===== config.mk =====
export PLATFORM = sky130hd
export DESIGN_NAME = dmem_ctrl
export DESIGN_NICKNAME = d
export VERILOG_FILES = /design/src/rtl/dmem_pkg.sv /design/src/rtl/load_align.sv /design/src/rtl/dmem_ctrl.sv
export SDC_FILE = /design/constraint.sdc
export NUM_CORES = 1
export LEC_CHECK = 0
export ABC_AREA = 0
export BUFFER_PORTS_ARGS = -buffer_cell sky130_fd_sc_hd__buf_2
export CORE_ASPECT_RATIO = 2
export CORE_MARGIN = 2
export CORE_UTILIZATION = 53
export CTS_CLUSTER_DIAMETER = 150
export CTS_CLUSTER_SIZE = 28
export DETAILED_ROUTE_END_ITERATION = 8
export PLACE_DENSITY = 0.86
export SLEW_MARGIN = 20
export SYNTH_ARGS = -nofsm -noshare
export SYNTH_HDL_FRONTEND = slang
export SYNTH_SLANG_ARGS = --single-unit

===== constraint.sdc =====
create_clock -name clk -period 6.85 [get_ports clk]
set_clock_uncertainty 0.15 [all_clocks]
set_input_delay 2.055 -clock clk [delete_from_list [all_inputs] [get_ports clk]]
set_output_delay 2.055 -clock clk [all_outputs]
set_load 0.005 [all_outputs]

===== src/rtl/dmem_pkg.sv =====
// rtl/dmem_pkg.sv - shared constants, FSM encoding and store helpers for dmem_ctrl
// Contents: Funct3 size/sign codes, size-field codes, FSM state type,
//           store byte-enable / lane-replication helpers, alignment test.
package dmem_pkg;

  localparam logic [2:0] F3_B  = 3'b000;
  localparam logic [2:0] F3_H  = 3'b001;
  localparam logic [2:0] F3_W  = 3'b010;
  localparam logic [2:0] F3_BU = 3'b100;
  localparam logic [2:0] F3_HU = 3'b101;

  // Funct3[1:0] alone carries the access size for both loads and stores.
  localparam logic [1:0] SZ_B = 2'b00;
  localparam logic [1:0] SZ_H = 2'b01;
  localparam logic [1:0] SZ_W = 2'b10;

  typedef enum logic [1:0] {
    ST_IDLE = 2'b00,
    ST_REQ  = 2'b01,
    ST_WAIT = 2'b10,
    ST_DONE = 2'b11
  } state_t;

  function automatic logic [3:0] store_be(input logic [1:0] sz, input logic [1:0] off);
    case (sz)
      SZ_B:    return 4'b0001 << off;
      SZ_H:    return off[1] ? 4'b1100 : 4'b0011;
      default: return 4'b1111;
    endcase
  endfunction

  // Replicate the store operand onto every lane so the byte enables alone
  // select which bytes land in memory.
  function automatic logic [31:0] store_data(input logic [1:0] sz, input logic [31:0] d);
    case (sz)
      SZ_B:    return {4{d[7:0]}};
      SZ_H:    return {2{d[15:0]}};
      default: return d;
    endcase
  endfunction

  function automatic logic misaligned(input logic [1:0] sz, input logic [1:0] off);
    case (sz)
      SZ_H:    return off[0];
      SZ_W:    return off != 2'b00;
      default: return 1'b0;
    endcase
  endfunction

endpackage


===== src/rtl/load_align.sv =====
// rtl/load_align.sv - combinational load formatter (byte/half select, sign/zero extend)
// Ports: rdata  - raw 32-bit word from the bus
//        off    - byte offset Addr[1:0] of the access
//        funct3 - access size/sign code
//        result - formatted 32-bit load value
module load_align
  import dmem_pkg::*;
(
  input  logic [31:0] rdata,
  input  logic [1:0]  off,
  input  logic [2:0]  funct3,
  output logic [31:0] result
);

  logic [7:0]  b;
  logic [15:0] h;

  always_comb begin
    b      = rdata[7:0];
    h      = rdata[15:0];
    result = rdata;
    case (off)
      2'd0:    b = rdata[7:0];
      2'd1:    b = rdata[15:8];
      2'd2:    b = rdata[23:16];
      default: b = rdata[31:24];
    endcase
    // Halfword lane comes from Addr[1] only; Addr[0] never splits a half.
    h = off[1] ? rdata[31:16] : rdata[15:0];
    case (funct3)
      F3_B:    result = {{24{b[7]}}, b};
      F3_H:    result = {{16{h[15]}}, h};
      F3_BU:   result = {24'h000000, b};
      F3_HU:   result = {16'h0000, h};
      default: result = rdata;
    endcase
  end

endmodule


===== src/rtl/dmem_ctrl.sv =====
// rtl/dmem_ctrl.sv - data-memory access controller between datapath and a gnt/rvalid bus
// Parameter: TIMEOUT - max cycles in REQ+WAIT before the access is aborted.
// Macro:     DMEM_MISALIGN_TRAP_EN - trap misaligned H/W accesses without a bus request.
// Ports: clk, reset (async, active high)
//        MemRead/MemWrite/Funct3/Addr/StoreData - request from the datapath
//        ReadData/Stall/BusErr/MisalignErr      - results to the datapath
//        mem_req/mem_we/mem_addr/mem_wdata/mem_be - bus request side
//        mem_gnt/mem_rvalid/mem_rdata           - bus response side
module dmem_ctrl
  import dmem_pkg::*;
#(
  parameter int TIMEOUT = 255
) (
  input  logic        clk,
  input  logic        reset,
  input  logic        MemRead,
  input  logic        MemWrite,
  input  logic [2:0]  Funct3,
  input  logic [31:0] Addr,
  input  logic [31:0] StoreData,
  output logic [31:0] ReadData,
  output logic        Stall,
  output logic        BusErr,
  output logic        MisalignErr,
  output logic        mem_req,
  output logic        mem_we,
  output logic [31:0] mem_addr,
  output logic [31:0] mem_wdata,
  output logic [3:0]  mem_be,
  input  logic        mem_gnt,
  input  logic        mem_rvalid,
  input  logic [31:0] mem_rdata
);

  // The counter only has to reach TIMEOUT-1 (the last permitted cycle).
  localparam int CW = (TIMEOUT > 1) ? $clog2(TIMEOUT) : 1;
  localparam logic [CW-1:0] CNT_LAST = CW'(TIMEOUT - 1);

  state_t        state;
  logic [CW-1:0] cnt;
  logic [1:0]    off_q;
  logic [2:0]    f3_q;
  logic          load_q;
  logic [31:0]   fmt;
  logic          req_in;
  logic          last_cycle;

  assign req_in     = MemRead | MemWrite;
  assign last_cycle = (cnt == CNT_LAST);

  // Offset and size are latched at IDLE exit so formatting does not depend
  // on the datapath keeping Addr/Funct3 stable through the wait.
  load_align u_load_align (
    .rdata  (mem_rdata),
    .off    (off_q),
    .funct3 (f3_q),
    .result (fmt)
  );

  // IDLE term is combinational so the PC freezes in the request cycle itself.
  assign Stall = ((state == ST_IDLE) && req_in) || (state == ST_REQ) || (state == ST_WAIT);

`ifdef DMEM_MISALIGN_TRAP_EN
  logic mis_q;
  logic mis_now;
  assign mis_now     = misaligned(Funct3[1:0], Addr[1:0]);
  assign MisalignErr = mis_q;
`else
  assign MisalignErr = 1'b0;
`endif

  always_ff @(posedge clk or posedge reset) begin
    if (reset) begin
      state     <= ST_IDLE;
      cnt       <= '0;
      off_q     <= 2'b00;
      f3_q      <= 3'b000;
      load_q    <= 1'b0;
      ReadData  <= 32'h0;
      BusErr    <= 1'b0;
      mem_req   <= 1'b0;
      mem_we    <= 1'b0;
      mem_be    <= 4'b0000;
      mem_addr  <= 32'h0;
      mem_wdata <= 32'h0;
`ifdef DMEM_MISALIGN_TRAP_EN
      mis_q     <= 1'b0;
`endif
    end else begin
      BusErr <= 1'b0;
`ifdef DMEM_MISALIGN_TRAP_EN
      mis_q  <= 1'b0;
`endif
      case (state)
        ST_IDLE: begin
          if (req_in) begin
            cnt    <= '0;
            off_q  <= Addr[1:0];
            f3_q   <= Funct3;
            load_q <= ~MemWrite;
`ifdef DMEM_MISALIGN_TRAP_EN
            if (mis_now) begin
              state <= ST_DONE;
              mis_q <= 1'b1;
              if (!MemWrite) ReadData <= 32'h0;
            end else
`endif
            begin
              state     <= ST_REQ;
              mem_req   <= 1'b1;
              mem_we    <= MemWrite;
              mem_be    <= MemWrite ? store_be(Funct3[1:0], Addr[1:0]) : 4'b1111;
              mem_addr  <= {Addr[31:2], 2'b00};
              mem_wdata <= store_data(Funct3[1:0], StoreData);
            end
          end
        end

        ST_REQ: begin
          cnt <= cnt + 1'b1;
          if (mem_gnt) begin
            mem_req <= 1'b0;
            mem_we  <= 1'b0;
            mem_be  <= 4'b0000;
            state   <= load_q ? ST_WAIT : ST_DONE;
          end else if (last_cycle) begin
            mem_req  <= 1'b0;
            mem_we   <= 1'b0;
            mem_be   <= 4'b0000;
            ReadData <= 32'h0;
            BusErr   <= 1'b1;
            state    <= ST_DONE;
          end
        end

        ST_WAIT: begin
          cnt <= cnt + 1'b1;
          if (mem_rvalid) begin
            ReadData <= fmt;
            state    <= ST_DONE;
          end else if (last_cycle) begin
            ReadData <= 32'h0;
            BusErr   <= 1'b1;
            state    <= ST_DONE;
          end
        end

        default: state <= ST_IDLE;
      endcase
    end
  end

endmodule


# Yosys cells after proc, flatten, opt, wreduce, memory -nomap -nowiden
# Index checks and enable logic that the tools add are counted.
[word_totals] regBits=117 latchBits=0 ramBits=0 romBits=0 in_bits=105 output_inout_bits=105 memories=0
[classes] addsub=1 multipliers=0 div=0 n_lt_le_gt_ge=0 n_eq_ne=12 shift=1 muxes=33 n_bitwise=2 reduce_logical=15
[op_table] cell="$pmux W32 S2" n=2
[op_table] cell="$pmux W32 S4" n=1
[op_table] cell="$mux W32" n=3
[op_table] cell="$pmux W8 S3" n=1
[op_table] cell="$mux W4" n=5
[op_table] cell="$mux W16" n=1
[op_table] cell="$pmux W4 S2" n=2
[op_table] cell="$pmux W8 S2" n=1
[op_table] cell="$add A8 B1 Y8 const B" n=1
[op_table] cell="$eq A8 B8 Y1 const B" n=1
[op_table] cell="$mux W1" n=8
[op_table] cell="$mux W2" n=4
[op_table] cell="$mux W8" n=1
[op_table] cell="$eq A2 B1 Y1 const B" n=3
[op_table] cell="$eq A3 B3 Y1 const B" n=2
[op_table] cell="$logic_not A2 Y1" n=3
[op_table] cell="$pmux W1 S2" n=3
[op_table] cell="$pmux W2 S3" n=1
[op_table] cell="$reduce_and A2 Y1" n=3
[op_table] cell="$reduce_bool A2 Y1" n=3
[op_table] cell="$eq A2 B2 Y1 const B" n=2
[op_table] cell="$ne A2 B2 Y1 const B" n=2
[op_table] cell="$shl A1 B2 Y4 const A" n=1
[op_table] cell="$eq A3 B1 Y1 const B" n=1
[op_table] cell="other kinds (8)" n=9

# Longest topological paths before layout
# Gate-level depths: netlist (run 1).
[depth] depth_word=5 depth_mapped=8

# Modules after synthesis
# A second synthesis (run 1) with hierarchy kept.
[hier_totals] hier_cells=624 area_unflattened_um2=5688.0
[by_module_without_submodules] module="dmem_ctrl" n_inst=1 cells_each=493 area_per_inst_um2=4964.8 seq_area_each_um2=2927.8
[by_module_without_submodules] module="load_align" n_inst=1 cells_each=131 area_per_inst_um2=723.2 seq_area_each_um2=0.0

# Worst setup path after synthesis (run 1)
# OpenSTA, ideal clock, no wires.
[synth_path] path_kind="in2out" start="input port MemWrite" end="output port Stall" t_arrival_ns=2.840 t_required_ns=4.645 slack_ns=1.805 stages=4 n_path_buf=2 cell_sequence="o21ai_1 > buf_2 > buf_2 > nand3_1"
[synth_via] elab_chain_cells=4
[synth_rtl] element="from (decl)" line_no="dmem_ctrl.sv:17" rtl="input logic MemWrite,"
[synth_rtl] element="$or A1 B1 Y1" line_no="dmem_ctrl.sv:48" rtl="assign req_in = MemRead | MemWrite;"
[synth_rtl] element="$logic_and A1 B1 Y1" line_no="dmem_ctrl.sv:61" rtl="assign Stall = ((state == ST_IDLE) && req_in) || (state == ST_REQ) || (state == ST_WAIT);"
[synth_rtl] element="$logic_or A1 B1 Y1 (2 in series)" line_no="dmem_ctrl.sv:61"
[synth_rtl] element="to (decl)" line_no="dmem_ctrl.sv:22" rtl="output logic Stall,"
# No other way between the ends.

# Final worst setup path (run 1)
# Ends and elaborated chain as after synthesis.

==> flow_summary_export.csv, run 1 <==
group,metric,value,unit
run_status,status,"complete, no violations",
finish,share_of_post_route_cells_with_drive_strength_above_1,44.4,%
timing,tightestPinTransition,0.997,ns
timing,layout_min_cycle_time,4.77,ns
placed_design,buffer_ports.inserted,206,
critical_path,timing_worst_setup_path_type,"in2out",
timing,worst_hold_slack,0.329,ns
global_route,pin_count_of_the_biggest_net_entering_global_routing,97,
critical_path,slowest_stage,"sky130_fd_sc_hd__o21ai_4",
floorplan,floorplan.core_area,10000,µm²
floorplan,total_i_o_pin_count,210,
yosys,synth-seq-cells,117,
yosys,synth_area,5420,µm²
clock_network,worstSkewPairLatency,0.41,ns
placed_design,gp_congestion,0.948,
critical_path,stage_delay_of_the_slowest_cell_on_the_critical_path,0.16,ns
critical_path,crit_top_cell,"sky130_fd_sc_hd__buf_2",
critical_path,timing.rr.start,"state[1]",
clock_network,h_tree_depth,4,
hold_path,hold_class,"reg2reg",
floorplan,die-height,147,µm
floorplan,die_area,11100,µm²
finish,nNetsFinal,774,
yosys,yosys-top-cells-area,"sky130_fd_sc_hd__dfrtp_1 54%, sky130_fd_sc_hd__mux2_2 9.1%, sky130_fd_sc_hd__mux2i_1 6.1%, sky130_fd_sc_hd__a221o_1 4.1%, sky130_fd_sc_hd__o21ai_0 3.5%",
yosys,synth_area_leader_cell,"sky130_fd_sc_hd__dfrtp_1",
floorplan,die_w,75.5,µm
critical_path,setup.reg_to_reg.worst_slack,4.20,ns
clock_network,clock_sinks,117,
global_route,remaining_overflow_grt,0,
yosys,synth_largest_type_area_fraction,54.0,%
route,ant_nets,0,
timing,grt_setup_unrepaired,"no",
yosys,synth_enable_flop_cells,0,
critical_path,cp_launch_type,"input pin",
critical_path,critical_path.startpoint,"MemWrite",
yosys,synth_top_cells_by_count,"117 x sky130_fd_sc_hd__dfrtp_1, 44 x sky130_fd_sc_hd__mux2_2, 38 x sky130_fd_sc_hd__o21ai_0, 37 x sky130_fd_sc_hd__nand2_1, 33 x sky130_fd_sc_hd__mux2i_1",
power_and_ir_drop,power_dens_cells,479,nW/µm²
yosys,synthMostInstantiatedCell,"sky130_fd_sc_hd__dfrtp_1",
power_and_ir_drop,power.leakage,3.55,nW
critical_path,critPathArrivalTime,2.56,ns
finish,layout-area-overhead-vs-synth,32.4,%
hold_path,whs_path_depth,2,
timing,final.setup.tns,0,ns
critical_path,worst-endpoint-required,4.64,ns
route,drt_iter0_markers,215,
yosys,syn_avg_cell_area,11.8,µm²
route,postRouteWirelength,15100,µm
route,vias_per_cell,5.59,
clock_network,ctsLongestPathBuffers,2,
yosys,synth_cell_types,49,
critical_path,worstPathCellList,"buf_2 -> o21ai_4 -> nand3_1 -> buf_2",
critical_path,crit_path_end_kind,"output pin",
global_route,grt_first_pass_wirelength,23500,µm
timing,part_of_the_cycle_the_worst_path_needs,69.6,%
placed_design,dp_hpwl,11100,µm
flow_run,maxcap_violations,0,
global_route,grt_pass1_vias,4764,
floorplan,rows,52,
timing,slew_headroom,33.5,%
clock_network,cts-root-buf,"sky130_fd_sc_hd__clkbuf_16",
route,route.detailed.drc,0,
route,dr_total_vias,4530,
clock_network,cts_resized,0,
yosys,async_reset_ff_share,100,%
clock_network,tritoncts_buffers,17,
clock_network,worst_setup_hold_path_clk_slew,0.05,ns
finish,diodes,0,
finish,final_design_area_no_fill,7180,µm²
critical_path,number_of_cells_on_the_worst_reg_to_reg_path,7,
clock_network,post-cts-setup-buffer-count,0,
global_route,grt_util_all_layers,28.0,%
yosys,synth_warnings,0,
critical_path,crit_end,"Stall",
yosys,synth_cells,461,
placed_design,dpl_cell_area,6510,µm²
timing,final_count_of_pins_violating_max_slew,0,
clock_network,hold_buffers,0,
timing,finalHoldViolations,0,
yosys,synth-seq-area-share,54.0,%
timing,report.final.setup_viol,0,
critical_path,worstPathMaxFanout,6,
critical_path,worst_r2r_endpoint,"mem_be[2]",
floorplan,floorplan.initialDensity,54.1,%
power_and_ir_drop,power.ir.vdd_worst,0.239,mV
route,wl_per_cell,18.6,µm
route,drtPass1Iterations,4,
yosys,dominantRegCellSynth,"sky130_fd_sc_hd__dfrtp_1",
global_route,initial_antenna_violation_count,0,
clock_network,cts_tree,"yes",
timing,clock.fmax,210,MHz
==> report_power, final <==
| group | switching, mW | total, mW | internal, mW |
|---|---|---|---|
| combinational | 0.612 | 1.22 | 0.608 |
| clock | 0.315 | 0.989 | 0.674 |
| sequential | 0.215 | 1.23 | 1.01 |
==> cell type report <==
type                    instances  area, µm²
clock buffers                  20        467
clock inverters                12        200
fillers                       745       2840
inverters                       9       36.3
multi-input cells             308       2320
flip-flops and latches        117       2930
well taps                     135        169
repair buffers                209       1050
==> placed cells by master (no fill, tap or decap), types with 3 or more instances in the layout <==
cell	count
sky130_fd_sc_hd__a2111oi_0	6
sky130_fd_sc_hd__a21o_1	4
sky130_fd_sc_hd__a21oi_1	10
sky130_fd_sc_hd__a221o_1	22
sky130_fd_sc_hd__a22o_1	6
sky130_fd_sc_hd__a32o_1	8
sky130_fd_sc_hd__and2_1	3
sky130_fd_sc_hd__buf_2	206
sky130_fd_sc_hd__buf_4	3
sky130_fd_sc_hd__bufinv_16	5
sky130_fd_sc_hd__clkbuf_16	17
sky130_fd_sc_hd__clkbuf_8	3
sky130_fd_sc_hd__clkinvlp_4	3
sky130_fd_sc_hd__conb_1	3
sky130_fd_sc_hd__dfrtp_1	117
sky130_fd_sc_hd__ha_1	7
sky130_fd_sc_hd__inv_1	8
sky130_fd_sc_hd__mux2_2	44
sky130_fd_sc_hd__mux2i_1	33
sky130_fd_sc_hd__nand2_1	37
sky130_fd_sc_hd__nand2b_1	9
sky130_fd_sc_hd__nand3_1	6
sky130_fd_sc_hd__nor2_1	25
sky130_fd_sc_hd__nor2b_1	4
sky130_fd_sc_hd__nor4_1	3
sky130_fd_sc_hd__o21ai_0	38
sky130_fd_sc_hd__o21ai_1	9
sky130_fd_sc_hd__xnor2_1	3
==> logic make-up after synthesis <==
| group | after synthesis | synth area share [%] |
|---|---|---|
| buffers and inverters | 38 | 3.51 |
| flip-flops | 117 | 54.0 |
| AO/OA/AOI/OAI | 115 | 15.2 |
| adder cells (fa/ha/maj) | 7 | 1.62 |
| XOR/XNOR | 3 | 0.485 |
| other | 1 | 0.0692 |
| AND/OR/NAND/NOR | 102 | 9.40 |
| multiplexers | 78 | 15.7 |
==> worst min path at each step <==
stage | from | endpoint
after floorplan | cnt[6] | cnt[6]
after global placement | mem_wdata[27] | mem_wdata[27]
after detailed placement | mem_wdata[12] | mem_wdata[12]
after CTS | mem_wdata[10] | mem_wdata[10]
after global routing | ReadData[10] | ReadData[10]
final | mem_wdata[10] | mem_wdata[10]
==> routing by layer <==
metal,vias to the layer above,global-route usage (%),wire (µm)
li1,2082,-,-
met1,2222,28.6,5110
met2,192,50.3,8530
met3,34,7.82,874
met4,0,12.5,540
met5,-,0,0
==> metrics by stage <==
step / worst slack, ns / total power [mW] / cells / utilization [%]
5_1_grt: 2.04 / 3.65 / 810 / 71.6
3_5_place_dp: 2.08 / 2.45 / 778 / 64.9
2_1_floorplan: 1.54 / 1.93 / 463 / -
6_report: 2.08 / 3.44 / 810 / 71.6
3_3_place_gp: 2.09 / 2.37 / 778 / 64.9
4_1_cts: 2.08 / 3.45 / 810 / 71.6
==> worst max-delay path, delay by kind of cell <==
| family | cells | cell delay [ns] |
|---|---|---|
| AND/OR/NAND/NOR | 1 | 0.08 |
| AO/OA/AOI/OAI | 1 | 0.16 |
| buffers and inverters | 2 | 0.27 |
==> flip-flops by register name, summed over array words and instances, names as in the netlist, 2 cells and up <==
name,cells
ReadData,32
cnt,8
f3_q,3
mem_addr,30
mem_be,4
mem_wdata,32
off_q,2
state,2
Power figures use the tool's default switching activity.
==> run 2: changes to the inputs <==
--- a/config.mk
+++ b/config.mk
@@ -5,15 +5,15 @@
 export SDC_FILE = /design/constraint.sdc
 export NUM_CORES = 1
 export LEC_CHECK = 0
-export ABC_AREA = 0
+export ABC_AREA = 1
 export BUFFER_PORTS_ARGS = -buffer_cell sky130_fd_sc_hd__buf_2
 export CORE_ASPECT_RATIO = 2
 export CORE_MARGIN = 2
-export CORE_UTILIZATION = 53
+export CORE_UTILIZATION = 45
 export CTS_CLUSTER_DIAMETER = 150
 export CTS_CLUSTER_SIZE = 28
 export DETAILED_ROUTE_END_ITERATION = 8
-export PLACE_DENSITY = 0.86
+export PLACE_DENSITY = 0.77
 export SLEW_MARGIN = 20
 export SYNTH_ARGS = -nofsm -noshare
 export SYNTH_HDL_FRONTEND = slang
==> constraint.sdc (replaced) <==
create_clock -name clk -period 3.93 [get_ports clk]
set_clock_uncertainty 0.15 [all_clocks]
set_input_delay 1.179 -clock clk [delete_from_list [all_inputs] [get_ports clk]]
set_output_delay 1.179 -clock clk [all_outputs]
set_load 0.005 [all_outputs]
==> run 2 against run 1 <==
Effect of this change: area after synthesis increased by 5.8%; hold slack got worse by 0.018 ns; global-route usage shrank 3.8 points; first-iteration DRC count grew 4.2%; core utilization fell by 12 points; highest routed layer unchanged; non-clock buffer count is 2 higher; via count grew 22%; sequential power rose by 74%; critical path depth up 2; critical path type unchanged.
==> flow_summary_export.csv, run 2 <==
group,metric,value,unit
floorplan,die_area,13700,µm²
route,vias_per_cell,5.04,
power_and_ir_drop,net-switching-power,2.39,mW
clock_network,ctsLongestPathBuffers,2,
finish,seqCellArea,2930,µm²
clock_network,post-cts-setup-buffer-count,0,
yosys,synth_area,5740,µm²
placed_design,placed_cells_incl_taps,1067,
power_and_ir_drop,power_report.internal_total,3.66,mW
route,postRouteWirelength,16300,µm
floorplan,die_w,83.8,µm
clock_network,hold_buffers,0,
power_and_ir_drop,seq_power_share,35.5,%
finish,share_of_post_route_cells_with_drive_strength_above_1,28.2,%
yosys,syn_avg_cell_area,7.76,µm²
critical_path,cp_launch_type,"input pin",
finish,layout-area-overhead-vs-synth,29.4,%
global_route,grt_first_pass_wirelength,26100,µm
critical_path,worstPathCellList,"buf_2 -> nor2_2 -> nor2_4 -> inv_2 -> nand3_1 -> buf_2",
critical_path,cpLargestDelayFamily,"simple AND/OR/NAND/NOR gates",
critical_path,stage_delay_of_the_slowest_cell_on_the_critical_path,0.20,ns
critical_path,slowest_stage,"sky130_fd_sc_hd__nor2_2",
finish,final_common_cell,"sky130_fd_sc_hd__nand2_1",
floorplan,die-height,164,µm
yosys,synth-seq-area-share,51.0,%
critical_path,timing.rr.start,"state[0]",
yosys,async_reset_ff_share,100,%
route,drtPass1Iterations,5,
clock_network,cts-root-buf,"sky130_fd_sc_hd__clkbuf_16",
power_and_ir_drop,clockPowerShare,25.6,%
route,wl_per_cell,14.9,µm
critical_path,critPathArrivalTime,1.79,ns
timing,report.final.setup_viol,0,
yosys,yosys-top-cells-area,"sky130_fd_sc_hd__dfrtp_1 51%, sky130_fd_sc_hd__nand2_1 20%, sky130_fd_sc_hd__a21oi_1 5.1%, sky130_fd_sc_hd__o21ai_0 3.1%, sky130_fd_sc_hd__inv_1 3.1%",
yosys,synth_cells,739,
timing,finalHoldViolations,0,
placed_design,dp_hpwl,12200,µm
critical_path,crit_top_cell,"sky130_fd_sc_hd__buf_2",
critical_path,crit_path_end_kind,"output pin",
yosys,synth_enable_flop_cells,0,
finish,layout_common_cells,"312 x sky130_fd_sc_hd__nand2_1, 206 x sky130_fd_sc_hd__buf_2, 117 x sky130_fd_sc_hd__dfrtp_1",
critical_path,worst_r2r_endpoint,"mem_we",
hold_path,min-delay-start,"mem_addr[3]",
critical_path,cp.buffers_inverters,3,
floorplan,floorplan.core_area,12500,µm²
global_route,grt_util_all_layers,24.2,%
route,route.detailed.drc,0,
timing,part_of_the_cycle_the_worst_path_needs,79.4,%
hold_path,hold_class,"reg2reg",
finish,nNetsFinal,1048,
power_and_ir_drop,power.ir.vdd_worst,0.434,mV
critical_path,worstPathMaxFanout,3,
flow_run,maxcap_violations,0,
yosys,synth_cell_types,32,
hold_path,hold-path-endpoint,"mem_addr[3]",
timing,grt_setup_unrepaired,"no",
clock_network,worstSkewPairLatency,0.41,ns
timing,clock.fmax,321,MHz
finish,n_fill_cell,1197,
timing,slew_headroom,31.9,%
yosys,synth_largest_type_area_fraction,51.0,%
power_and_ir_drop,power_dens_cells,815,nW/µm²
timing,layout_min_cycle_time,3.12,ns
finish,diodes,0,
timing,tightestPinTransition,1.02,ns
yosys,dominantRegCellSynth,"sky130_fd_sc_hd__dfrtp_1",
global_route,initial_antenna_violation_count,0,
yosys,synth_top_cells_by_count,"312 x sky130_fd_sc_hd__nand2_1, 117 x sky130_fd_sc_hd__dfrtp_1, 58 x sky130_fd_sc_hd__a21oi_1, 47 x sky130_fd_sc_hd__inv_1, 42 x sky130_fd_sc_hd__nor2_1",
finish,biggestRegsByFlops,"ReadData x32, mem_wdata x32, mem_addr x30",
yosys,synth_warnings,0,
run_status,status,"complete, no violations",
placed_design,gp_congestion,0.848,
power_and_ir_drop,power.share.combinational,38.9,%
route,drt_iter0_markers,224,
critical_path,setup.reg_to_reg.worst_slack,1.59,ns
clock_network,tritoncts_buffers,17,
yosys,synth_area_leader_cell,"sky130_fd_sc_hd__dfrtp_1",
global_route,pin_count_of_the_biggest_net_entering_global_routing,68,
clock_network,worst_setup_hold_path_clk_slew,0.06,ns
clock_network,h_tree_depth,4,
floorplan,rows,58,
clock_network,cts_resized,0,
timing,final.setup.tns,0,ns
yosys,synthMostInstantiatedCell,"sky130_fd_sc_hd__nand2_1",
hold_path,whs_path_depth,2,
critical_path,worst-endpoint-required,2.60,ns
critical_path,timing_worst_setup_path_type,"in2out",
power_and_ir_drop,power.leakage,4.06,nW
route,ant_nets,0,
floorplan,floorplan.initialDensity,46.0,%
timing,worst_hold_slack,0.312,ns
global_route,remaining_overflow_grt,0,
placed_design,buffer_ports.inserted,206,
clock_network,clock_sinks,117,
floorplan,total_i_o_pin_count,210,
clock_network,cts_tree,"yes",
timing,final_count_of_pins_violating_max_slew,0,
yosys,synth-seq-cells,117,
route,dr_total_vias,5538,
finish,multiInputGateArea,2420,µm²
power_and_ir_drop,power.share.switching,39.5,%
finish,fin_cells,1099,
critical_path,number_of_cells_on_the_worst_reg_to_reg_path,11,
global_route,grt_pass1_vias,5411,
[run 2: cell types whose count changed in the layout (fill, tap and decap cells not counted), moves of 7 or more]
cell | previous run | this run
sky130_fd_sc_hd__o21ai_1 | 9 | 2
sky130_fd_sc_hd__a221o_1 | 22 | 0
sky130_fd_sc_hd__mux2i_1 | 33 | 0
sky130_fd_sc_hd__nor2_1 | 25 | 42
sky130_fd_sc_hd__a32o_1 | 8 | 0
sky130_fd_sc_hd__a31oi_1 | 0 | 14
sky130_fd_sc_hd__mux2_2 | 44 | 0
sky130_fd_sc_hd__nand3_1 | 6 | 29
sky130_fd_sc_hd__nand2_1 | 37 | 312
sky130_fd_sc_hd__nand2b_1 | 9 | 0
sky130_fd_sc_hd__inv_1 | 8 | 46
sky130_fd_sc_hd__a21oi_1 | 10 | 58
[run 2: logic make-up (layout without fill, tap and decap cells)]
logic type | Yosys count | count (layout) | synth area share [%]
and+or+nand+nor | 405 | 405 | 28.8
AOI/OAI and AO/OA | 122 | 122 | 11.5
DFF | 117 | 117 | 51.0
buffers and inverters | 87 | 295 | 7.02
adders and majority gates | 7 | 7 | 1.53
other | 1 | 3 | 0.0654
[run 2: worst register-to-register path, stage by stage, from the launching register on]
cell and delay [ns]:
sky130_fd_sc_hd__dfrtp_1 0.39, sky130_fd_sc_hd__inv_1 0.12, sky130_fd_sc_hd__ha_1 0.27, sky130_fd_sc_hd__inv_1 0.14, sky130_fd_sc_hd__nor2_4 0.06, sky130_fd_sc_hd__inv_2 0.06, sky130_fd_sc_hd__buf_4 0.49, sky130_fd_sc_hd__nand2_1 0.12
sky130_fd_sc_hd__a21boi_1 0.15, sky130_fd_sc_hd__inv_1 0.17, sky130_fd_sc_hd__nand2_1 0.06, sky130_fd_sc_hd__o21ai_0 0.07
[run 2: power groups by stage]
stage | clock network, mW | registers, mW | logic, mW
6_report | 1.55 | 2.14 | 2.35
5_1_grt | 1.62 | 2.22 | 2.68
4_1_cts | 1.56 | 2.15 | 2.39
3_5_place_dp | 0 | 2.15 | 2.38
3_3_place_gp | 0 | 2.14 | 2.32
2_1_floorplan | 0 | 2.10 | 1.51
[run 2: worst max-delay path by stage]
stage	start	to	cells after the start
4_1_cts	MemWrite	Stall	6
3_3_place_gp	MemWrite	Stall	6
5_1_grt	MemWrite	Stall	6
6_report	MemWrite	Stall	6
2_1_floorplan	MemWrite	Stall	5
3_5_place_dp	MemWrite	Stall	6
[run 2: layer usage]
metal / track usage, % / routed length (µm) / vias up
met2: 44.1 / 9100 / 225
met3: 5.76 / 1040 / 36
met4: 13.1 / 598 / 0
met1: 25.2 / 5590 / 2542
li1: - / - / 2735
met5: 0 / 0 / -
[run 2: stage by stage]
step / util, % / setup slack (ns) / power [mW] / cell area, µm²
6_report: 59.4 / 0.810 / 6.05 / 7420
5_1_grt: 59.4 / 0.727 / 6.52 / 7420
4_1_cts: 59.4 / 0.826 / 6.10 / 7420
3_5_place_dp: 54.7 / 0.825 / 4.54 / 6830
3_3_place_gp: 54.7 / 0.861 / 4.46 / 6830
2_1_floorplan: - / 0.841 / 3.61 / 5750
[run 2: cell type report]
class                   instances  share of cell area (%)
clock inverters                14                    2.07
well taps                     150                    2.53
repair buffers                211                    14.7
multi-input cells             537                    32.6
flip-flops and latches        117                    39.5
inverters                      52                    2.70
clock buffers                  18                    5.92
